### src/rtl/can_pkg.sv
// Shared types and constants for the CAN interframe/overload controller.
package can_pkg;

  typedef enum logic [2:0] {
    ST_IDLE         = 3'd0,
    ST_FRAME        = 3'd1,
    ST_INTERMISSION = 3'd2,
    ST_OVERLOAD     = 3'd3,
    ST_ERROR        = 3'd4
  } ctrl_state_t;

  localparam int INTERMISSION_BITS_C = 3;
  localparam int MAX_OVERLOADS_C     = 2;

  localparam logic RECESSIVE = 1'b1;
  localparam logic DOMINANT  = 1'b0;

endpackage

### src/rtl/overload_controller_if.sv
// Bit-level and generator handshake signals around the overload controller.
interface overload_controller_if;
  logic       enable;
  logic       sample_point;
  logic       rx_bit;
  logic       rx_not_ready;
  logic       eof_done;
  logic       error_request;
  logic       error_frame_complete;
  logic       overload_frame_complete;
  logic       overload_flag_bit;
  logic       error_flag_bit;
  logic       tx_data_bit;
  logic       overload_enable;
  logic       overload_condition_1;
  logic       overload_condition_2;
  logic [1:0] overload_count;
  logic       error_enable;
  logic       tx_bit;
  logic       bus_idle;
  logic       sof_detect;

  modport master (
    input  enable, sample_point, rx_bit, rx_not_ready, eof_done, error_request,
           error_frame_complete, overload_frame_complete, overload_flag_bit,
           error_flag_bit, tx_data_bit,
    output overload_enable, overload_condition_1, overload_condition_2,
           overload_count, error_enable, tx_bit, bus_idle, sof_detect
  );

  modport slave (
    output enable, sample_point, rx_bit, rx_not_ready, eof_done, error_request,
           error_frame_complete, overload_frame_complete, overload_flag_bit,
           error_flag_bit, tx_data_bit,
    input  overload_enable, overload_condition_1, overload_condition_2,
           overload_count, error_enable, tx_bit, bus_idle, sof_detect
  );
endinterface

### src/rtl/overload_controller_intermission_timer.sv
// Intermission bit counter: held at zero while cleared, advances on sample strobes.
module intermission_timer #(
  parameter int BITS = 3
) (
  input  logic clock,
  input  logic reset_n,
  input  logic clear,
  input  logic incr,
  output logic is_last_bit
);
  localparam int CW = (BITS > 1) ? $clog2(BITS) : 1;

  logic [CW-1:0] count;

  always_ff @(posedge clock or negedge reset_n) begin
    if (!reset_n) begin
      count <= '0;
    end else if (clear) begin
      count <= '0;
    end else if (incr && !is_last_bit) begin
      count <= count + 1'b1;
    end
  end

  assign is_last_bit = (count == CW'(BITS - 1));
endmodule

### src/rtl/overload_controller.sv
// CAN interframe sequencer: tracks frame/intermission phases and schedules overload and error frames.
//
//  state           | meaning
//  ST_IDLE         | bus idle, waiting for a dominant SOF bit
//  ST_FRAME        | data/remote frame in progress until end-of-frame
//  ST_INTERMISSION | counting intermission bits, watching for overload conditions
//  ST_OVERLOAD     | overload frame generator active
//  ST_ERROR        | error frame generator active
module overload_controller
  import can_pkg::*;
#(
  parameter int INTERMISSION_BITS = INTERMISSION_BITS_C,
  parameter int MAX_OVERLOADS     = MAX_OVERLOADS_C
) (
  input logic                   clock,
  input logic                   reset_n,
  overload_controller_if.master bus
);
  ctrl_state_t state;
  logic        pend_c1;
  logic        is_last_bit;
  logic        below_max;

  intermission_timer #(.BITS(INTERMISSION_BITS)) u_timer (
    .clock       (clock),
    .reset_n     (reset_n),
    .clear       (!bus.enable || (state != ST_INTERMISSION)),
    .incr        (bus.sample_point),
    .is_last_bit (is_last_bit)
  );

  assign below_max = (bus.overload_count < 2'(MAX_OVERLOADS));

  always_ff @(posedge clock or negedge reset_n) begin
    if (!reset_n) begin
      state                    <= ST_IDLE;
      pend_c1                  <= 1'b0;
      bus.overload_count       <= 2'd0;
      bus.overload_enable      <= 1'b0;
      bus.overload_condition_1 <= 1'b0;
      bus.overload_condition_2 <= 1'b0;
      bus.error_enable         <= 1'b0;
      bus.bus_idle             <= 1'b1;
      bus.sof_detect           <= 1'b0;
    end else if (!bus.enable) begin
      state                    <= ST_IDLE;
      pend_c1                  <= 1'b0;
      bus.overload_count       <= 2'd0;
      bus.overload_enable      <= 1'b0;
      bus.overload_condition_1 <= 1'b0;
      bus.overload_condition_2 <= 1'b0;
      bus.error_enable         <= 1'b0;
      bus.bus_idle             <= 1'b1;
      bus.sof_detect           <= 1'b0;
    end else begin
      bus.overload_condition_1 <= 1'b0;
      bus.overload_condition_2 <= 1'b0;
      bus.sof_detect           <= 1'b0;
      // Error request pre-empts every other event, including completion pulses.
      if (bus.error_request && (state != ST_ERROR)) begin
        state               <= ST_ERROR;
        bus.overload_enable <= 1'b0;
        bus.error_enable    <= 1'b1;
        bus.bus_idle        <= 1'b0;
      end else begin
        case (state)
          ST_IDLE: begin
            if (bus.sample_point && (bus.rx_bit == DOMINANT)) begin
              state              <= ST_FRAME;
              bus.sof_detect     <= 1'b1;
              bus.overload_count <= 2'd0;
              bus.bus_idle       <= 1'b0;
            end
          end
          ST_FRAME: begin
            if (bus.eof_done) begin
              state   <= ST_INTERMISSION;
              pend_c1 <= bus.rx_not_ready;
            end
          end
          ST_INTERMISSION: begin
            if (bus.sample_point) begin
              if (pend_c1 && below_max) begin
                state                    <= ST_OVERLOAD;
                bus.overload_enable      <= 1'b1;
                bus.overload_condition_1 <= 1'b1;
              end else if ((bus.rx_bit == DOMINANT) && !is_last_bit && below_max) begin
                state                    <= ST_OVERLOAD;
                bus.overload_enable      <= 1'b1;
                bus.overload_condition_2 <= 1'b1;
              end else if (is_last_bit && (bus.rx_bit == DOMINANT)) begin
                state              <= ST_FRAME;
                bus.sof_detect     <= 1'b1;
                bus.overload_count <= 2'd0;
              end else if (is_last_bit) begin
                state              <= ST_IDLE;
                bus.overload_count <= 2'd0;
                bus.bus_idle       <= 1'b1;
              end
            end
          end
          ST_OVERLOAD: begin
            if (bus.overload_frame_complete) begin
              state               <= ST_INTERMISSION;
              pend_c1             <= 1'b0;
              bus.overload_enable <= 1'b0;
              if (bus.overload_count != 2'd3) begin
                bus.overload_count <= bus.overload_count + 2'd1;
              end
            end
          end
          ST_ERROR: begin
            if (bus.error_frame_complete) begin
              state              <= ST_INTERMISSION;
              pend_c1            <= 1'b0;
              bus.error_enable   <= 1'b0;
              bus.overload_count <= 2'd0;
            end
          end
          default: begin
            state        <= ST_IDLE;
            bus.bus_idle <= 1'b1;
          end
        endcase
      end
    end
  end

  always_comb begin
    case (state)
      ST_ERROR:    bus.tx_bit = bus.error_flag_bit;
      ST_OVERLOAD: bus.tx_bit = bus.overload_flag_bit;
      ST_FRAME:    bus.tx_bit = bus.tx_data_bit;
      default:     bus.tx_bit = RECESSIVE;
    endcase
  end
endmodule
### src/flat_wrapper.sv
// flat-port wrapper written by rule: the top's interface ports become plain ports
module overload_controller_flat import can_pkg::*;
#(
  parameter int INTERMISSION_BITS = INTERMISSION_BITS_C,
  parameter int MAX_OVERLOADS     = MAX_OVERLOADS_C
)
  (clock, reset_n, bus_enable, bus_sample_point, bus_rx_bit, bus_rx_not_ready, bus_eof_done, bus_error_request, bus_error_frame_complete, bus_overload_frame_complete, bus_overload_flag_bit, bus_error_flag_bit, bus_tx_data_bit, bus_overload_enable, bus_overload_condition_1, bus_overload_condition_2, bus_overload_count, bus_error_enable, bus_tx_bit, bus_bus_idle, bus_sof_detect);
  overload_controller_if bus_i ();
  input logic clock;
  input logic reset_n;
  input wire logic [$bits(bus_i.enable)-1:0] bus_enable;
  input wire logic [$bits(bus_i.sample_point)-1:0] bus_sample_point;
  input wire logic [$bits(bus_i.rx_bit)-1:0] bus_rx_bit;
  input wire logic [$bits(bus_i.rx_not_ready)-1:0] bus_rx_not_ready;
  input wire logic [$bits(bus_i.eof_done)-1:0] bus_eof_done;
  input wire logic [$bits(bus_i.error_request)-1:0] bus_error_request;
  input wire logic [$bits(bus_i.error_frame_complete)-1:0] bus_error_frame_complete;
  input wire logic [$bits(bus_i.overload_frame_complete)-1:0] bus_overload_frame_complete;
  input wire logic [$bits(bus_i.overload_flag_bit)-1:0] bus_overload_flag_bit;
  input wire logic [$bits(bus_i.error_flag_bit)-1:0] bus_error_flag_bit;
  input wire logic [$bits(bus_i.tx_data_bit)-1:0] bus_tx_data_bit;
  output wire logic [$bits(bus_i.overload_enable)-1:0] bus_overload_enable;
  output wire logic [$bits(bus_i.overload_condition_1)-1:0] bus_overload_condition_1;
  output wire logic [$bits(bus_i.overload_condition_2)-1:0] bus_overload_condition_2;
  output wire logic [$bits(bus_i.overload_count)-1:0] bus_overload_count;
  output wire logic [$bits(bus_i.error_enable)-1:0] bus_error_enable;
  output wire logic [$bits(bus_i.tx_bit)-1:0] bus_tx_bit;
  output wire logic [$bits(bus_i.bus_idle)-1:0] bus_bus_idle;
  output wire logic [$bits(bus_i.sof_detect)-1:0] bus_sof_detect;
  assign bus_i.enable = bus_enable;
  assign bus_i.sample_point = bus_sample_point;
  assign bus_i.rx_bit = bus_rx_bit;
  assign bus_i.rx_not_ready = bus_rx_not_ready;
  assign bus_i.eof_done = bus_eof_done;
  assign bus_i.error_request = bus_error_request;
  assign bus_i.error_frame_complete = bus_error_frame_complete;
  assign bus_i.overload_frame_complete = bus_overload_frame_complete;
  assign bus_i.overload_flag_bit = bus_overload_flag_bit;
  assign bus_i.error_flag_bit = bus_error_flag_bit;
  assign bus_i.tx_data_bit = bus_tx_data_bit;
  assign bus_overload_enable = bus_i.overload_enable;
  assign bus_overload_condition_1 = bus_i.overload_condition_1;
  assign bus_overload_condition_2 = bus_i.overload_condition_2;
  assign bus_overload_count = bus_i.overload_count;
  assign bus_error_enable = bus_i.error_enable;
  assign bus_tx_bit = bus_i.tx_bit;
  assign bus_bus_idle = bus_i.bus_idle;
  assign bus_sof_detect = bus_i.sof_detect;
  overload_controller #(.INTERMISSION_BITS(INTERMISSION_BITS), .MAX_OVERLOADS(MAX_OVERLOADS)) u_core (.clock(clock), .reset_n(reset_n), .bus(bus_i));
endmodule
### config.mk
export PLATFORM = sky130hd
export DESIGN_NAME = overload_controller_flat
export DESIGN_NICKNAME = d
export VERILOG_FILES = /design/src/rtl/can_pkg.sv /design/src/rtl/overload_controller_if.sv /design/src/rtl/overload_controller_intermission_timer.sv /design/src/rtl/overload_controller.sv /design/src/flat_wrapper.sv
export SDC_FILE = /design/constraint.sdc
export NUM_CORES = 1
export LEC_CHECK = 0
export ABC_AREA = 0
export BUFFER_PORTS_ARGS = -buffer_cell sky130_fd_sc_hd__buf_2
export CORE_AREA = 2 2 54 62
export DETAILED_ROUTE_END_ITERATION = 16
export DIE_AREA = 0 0 56 64
export REMOVE_ABC_BUFFERS = 1
export SLEW_MARGIN = 20
export SYNTH_ARGS = -nofsm -noshare
export SYNTH_HDL_FRONTEND = slang
export SYNTH_SLANG_ARGS = --single-unit
### constraint.sdc
create_clock -name clock -period 5.9 [get_ports clock]
set_clock_uncertainty 0.2 [all_clocks]
set_input_delay 0.885 -clock clock [delete_from_list [all_inputs] [get_ports clock]]
set_output_delay 0.885 -clock clock [all_outputs]
set_load 0.03 [all_outputs]
Word-level counts from Yosys, hierarchy flattened
Index checks and enable logic that the tools add are counted.

storage, ports and cells
  output and inout port bits = 9
  bits in writable memories = 0
  memory bits (read-only) = 0
  bits of input ports = 13
  logic and storage cells = 138
  memories = 0
  bits in latches = 0
  flip-flop bits (word level) = 14

operators by class
  reduce and logical (&&, ||, !) cells = 19
  bitwise operators = 1
  order comparisons = 1
  div/mod/pow operators = 0
  eq/ne operators = 35
  shift operators = 0
  multiplexer cells = 70
  multiply operators = 0
  add/sub/neg operators = 2

operators by type and width
  kind                 number
  $mux 1               39
  $mux 3               11
  $ne 4x3->1 const B   7
  $mux 2               13
  $ne 3x3->1 const B   7
  $pmux 3 s5           1
  $ne 3x2->1 const B   4
  $ne 4x2->1 const B   3
  $reduce_and 10->1    1
  $pmux 1 s3           3
  $ne 4x1->1 const B   2
  $pmux 2 s4           1
  $logic_and 1x1->1    7
  $ne 7x2->1 const B   1
  $reduce_and 7->1     1
  $eq 3x2->1 const B   2
  $ne 3x1->1 const B   2
  $reduce_and 6->1     1
  $ne 5x1->1 const B   1
  $ne 5x2->1 const B   1
  $reduce_and 5->1     1
  $add 2x1->2 const B  2
  $ne 2x2->1 const B   2
  $pmux 1 s2           2
  12 further kinds     13

Logic depth before layout (Yosys ltp)
  word-level depth = 10
  gate-level depth with buffers = 7
  mapped depth without buffers = 7

Hierarchy
A second synthesis with hierarchy kept.

unflattened totals
  cells, all modules = 114
  area total of the unflattened synthesis = 1002.2 µm²

modules (own cells, without submodules)
  module               times used  cells an instance  area each (µm²)  seq. area each (µm²)
  overload_controller  1           103                872.1            301.5
  intermission_timer   1           11                 130.1            50.0

Worst setup path after synthesis
No wires, ideal clock.

  path type = input -> output
  start = input port bus_overload_flag_bit
  end = output port bus_tx_bit
  arrival = 1.479 ns
  stages on the path = 2
  path buffers = 0
  data required time = 4.815 ns
  path slack = 3.336 ns
  path through = mux2i_1 a31oi_1

between the ends
  cells in the longest elaborated chain, start to end = 1

ends and longest elaborated chain
  what         RTL line                    RTL
  from (decl)  flat_wrapper.sv:19          input wire logic [$bits(bus_i.overload_flag_bit)-1:0] bus_overload_flag_bit;
  $pmux 1 s3   overload_controller.sv:130  case (state)
  to (decl)    flat_wrapper.sv:27          output wire logic [$bits(bus_i.tx_bit)-1:0] bus_tx_bit;

Every way passes these cells.

Worst setup path after layout
  start = register u_core.state[0]
  end = output port bus_tx_bit

between the ends
  cells in the longest elaborated chain, start to end = 2
  elaborated cells between the ends (all ways) = 4
  classes of those cells = 3 x eq/ne; 1 x mux

ends and longest elaborated chain
  what                                RTL line                    RTL
  from (decl)                         overload_controller.sv:19   ctrl_state_t state;
  from (signal assigned)              overload_controller.sv:36   state <= ST_IDLE;
  from (signal assigned)              overload_controller.sv:46   state <= ST_IDLE;
  from (signal assigned)              overload_controller.sv:61   state <= ST_ERROR;
  $eq 3x1->1 (tied with other cells)  overload_controller.sv:130
  $pmux 1 s3 (*)                      overload_controller.sv:130

Mark *: on every way between the ends. The rest lies on a longest branch, timed or not.

==> flow_summary_export.csv <==
group,metric,value,unit
sta,finalCritPeriodShare,48.7,%
worst_setup_path,start_kind,"flop",
layout,fin_nets,155,
cts,clockBufferDepth,2,
synthesis,postSynthCellCount,120,
layout,syn2layout_area_growth,12.5,%
synthesis,syn_area_per_cell,8.56,um^2
power_and_ir_drop,seqPwrFrac,46.8,%
routing,dr.pass1.iters,4,
layout,multi_input_comb_area,588,um^2
floorplanning,dieArea,0.00358,mm^2
cts,cts_tree,"done",
cts,hold_buffers,0,
floorplanning,die_w,56,um
placement,dp_hpwl,1.79,mm
sta,min_period,2880,ps
worst_setup_path,worstPathArrival,1790,ps
cts,cts.htree.levels,1,
synthesis,ys_ff_latch,14,
sta,fin_tns_setup,0,ps
cts,cts_root_buffer,"clkbuf_4",
placement,gp_congestion,0.949,
power_and_ir_drop,swShare,36.1,%
floorplanning,coreArea,0.00294,mm^2
synthesis,ys_types,47,
sta,slew-limit-headroom,68.6,%
worst_setup_path,r2r_start,"u_core.u_timer.count[0]",
routing,wire_per_inst,13.8,um
worst_setup_path,crit_type,"reg -> out",
worst_setup_path,cp_num_buf_inv,1,
sta,max_freq,348,MHz
worst_setup_path,crit_fanout,13,
floorplanning,ioPinCount,22,
cts,clk_latency,280,ps
global_routing,grt_pass1_vias,845,
worst_setup_path,cp_slowest_cell,"or3b_1",
sta,rsz0062_at_grt,"false",
global_routing,grt_max_degree,15,
synthesis,ys_warn_count,0,
layout,finalInstanceArea,0.00116,mm^2
routing,drc,0,
cts,cts_sinks,14,
power_and_ir_drop,p_leak,0.000515,uW
placement,placed_area,0.00113,mm^2
global_routing,grt_pass1_wl,3.91,mm
worst_setup_path,worstPathCellList,"or3b_1 -> nor2_1 -> a31oi_1 -> buf_2",
sta,tightest_slew,471,ps
cts,path_clk_slew,100,ps
global_routing,antenna_found_initial,0,
synthesis,ys_seq_area_share,34.2,%
power_and_ir_drop,p_switching,88.6,uW
layout,fill_cells,303,
global_routing,overflow,0,
layout,diodes,0,
cts,ctsResizeCount,0,
power_and_ir_drop,clockPowerShare,24.4,%
layout,register_area,352,um^2
worst_setup_path,required,4820,ps
run_status,status,"finished, final reports clean",
routing,antenna_left,0,
routing,vias,949,
routing,avgViaCountPerCell,5.52,
cts,post_cts_buffers,0,
hold_path,hold_class,"in -> async",
worst_setup_path,crit_family,"simple AND/OR/NAND/NOR gates",
global_routing,grt_usage,13.5,%
sta,finalHoldViolCount,0,
power_and_ir_drop,pwr-share-comb,28.8,%
sta,setup_violations,0,
placement,place_inst,168,
floorplanning,start_util,34.9,%
worst_setup_path,critPathMaxStageDelay,580,ps
cts,cts_buffers,3,
worst_setup_path,reg2reg_slack,3740,ps
routing,dr.first_iter.drc_count,22,
worst_setup_path,ff2ff_path_depth,7,
floorplanning,num_rows,21,
power_and_ir_drop,powerDensity,212,mW/mm^2
synthesis,synth_area,0.00103,mm^2
layout,final_cell_count_no_fill,172,
routing,wirelength,2.37,mm
sta,drv_slew,0,
power_and_ir_drop,p_int,157,uW
placement,numPortBuffers,21,
layout,drive_gt1_share,25.4,%
run,drv_cap,0,
power_and_ir_drop,irDropWorstVdd,0.105,mV
worst_setup_path,cp-end-kind,"primary output",
worst_setup_path,reg2reg_to,"u_core.state[0]",
floorplanning,dieHeight,64,um
==> how the worst max path moves through the flow <==
stage | end | cells past startpoint | slack (ps) | from
3_3_place_gp | bus_tx_bit | 4 | 3330 | u_core.state[0]
5_1_grt | bus_tx_bit | 4 | 2930 | u_core.state[2]
2_1_floorplan | bus_tx_bit | 2 | 3330 | bus_overload_flag_bit
3_5_place_dp | bus_tx_bit | 4 | 3350 | u_core.state[0]
4_1_cts | bus_tx_bit | 4 | 3040 | u_core.state[0]
6_report | bus_tx_bit | 4 | 3020 | u_core.state[0]
==> cell usage after synthesis (all sizes together) <==
cell type | n | area (um^2)
nor2b | 2 | 12.5
inv | 9 | 33.8
nor3 | 3 | 15.0
or4 | 2 | 15.0
nor2 | 12 | 47.6
o21ba | 1 | 10.0
or2b | 1 | 7.51
nor4 | 2 | 18.8
clkbuf | 1 | 3.75
nor3b | 2 | 15.0
o22ai | 2 | 12.5
o211ai | 2 | 25.0
o41ai | 1 | 16.3
dfrtp | 13 | 325
buf | 6 | 41.3
nand4 | 2 | 12.5
nand2b | 4 | 25.0
nand2 | 8 | 30.0
mux2i | 3 | 30.0
a21oi | 9 | 48.8
a21boi | 1 | 7.51
xnor2 | 1 | 8.76
o21a | 2 | 15.0
or3 | 1 | 6.26
nand4bb | 1 | 11.3
a31oi | 3 | 18.8
and2b | 1 | 8.76
dfstp | 1 | 26.3
o31ai | 1 | 7.51
o21ai | 8 | 40.0
nor4b | 1 | 8.76
mux2 | 1 | 15.0
o221ai | 1 | 8.76
ha | 3 | 37.5
nand3 | 4 | 20.0
o2bb2ai | 1 | 8.76
a211oi | 1 | 7.51
clkinv | 1 | 8.76
a21o | 1 | 7.51
or3b | 1 | 8.76
==> flip-flops by register name (all words and copies together), names as in the netlist <==
signal	count
u_core.bus.overload_condition_2	1
u_core.state	3
u_core.bus.overload_enable	1
u_core.bus.sof_detect	1
u_core.bus.error_enable	1
u_core.bus.overload_count	2
u_core.pend_c1	1
u_core.u_timer.count	2
u_core.bus.bus_idle	1
u_core.bus.overload_condition_1	1
==> logic make-up after synthesis <==
logic type	share of synthesized area [%]
flops	34.2
mux	4.38
compound gates	22.8
xor+xnor	0.853
fa+ha+maj	3.65
simple gates	25.6
buf+inv	8.52
==> power groups by stage <==
stage / Combinational (uW) / Clock (uW) / Sequential, uW
floorplan: 44.9 / 0 / 118
global placement: 70.3 / 0 / 117
detailed placement: 70.0 / 0 / 116
CTS: 70.5 / 61.3 / 114
global route: 78.1 / 68.9 / 116
finish: 70.6 / 60.0 / 115
==> metrics by stage <==
| stage | power, uW | hold WS (ps) | util (%) | setup slack [ps] |
|---|---|---|---|---|
| floorplan | 163 | 310 | - | 3330 |
| global placement | 187 | 309 | 38.4 | 3330 |
| detailed placement | 186 | 283 | 38.4 | 3350 |
| CTS | 246 | 297 | 39.3 | 3040 |
| global route | 263 | 290 | 39.3 | 2930 |
| finish | 245 | 277 | 39.3 | 3020 |
==> layout by cell type, fill, tap and decap left out, types with 3 or more instances in the layout <==
master,count
a31oi_1,3
clkbuf_4,3
mux2i_1,3
dfrtp_1,13
o21ai_0,6
nor3_1,3
buf_2,21
nand3_1,4
nand2_1,8
nor2_1,11
ha_1,3
a21oi_1,8
nand2b_1,4
inv_1,8
==> area by class of cell <==
| type | instances | area share (%) |
|---|---|---|
| Multi-Input combinational cell | 89 | 50.9 |
| Sequential cell | 14 | 30.4 |
| Timing Repair Buffer | 21 | 9.09 |
| Inverter | 10 | 3.68 |
| Tap cell | 34 | 3.68 |
| Clock buffer | 4 | 2.27 |
==> routing by layer <==
metal,GRT usage [%],vias to the layer above,share of wire (%)
li1,-,466,-
met2,21.0,52,46
met4,3.87,0,1.6
met1,18.9,425,44
met5,0,-,0
met3,2.83,6,8.0
No activity file was read; power rests on OpenSTA's default activity.
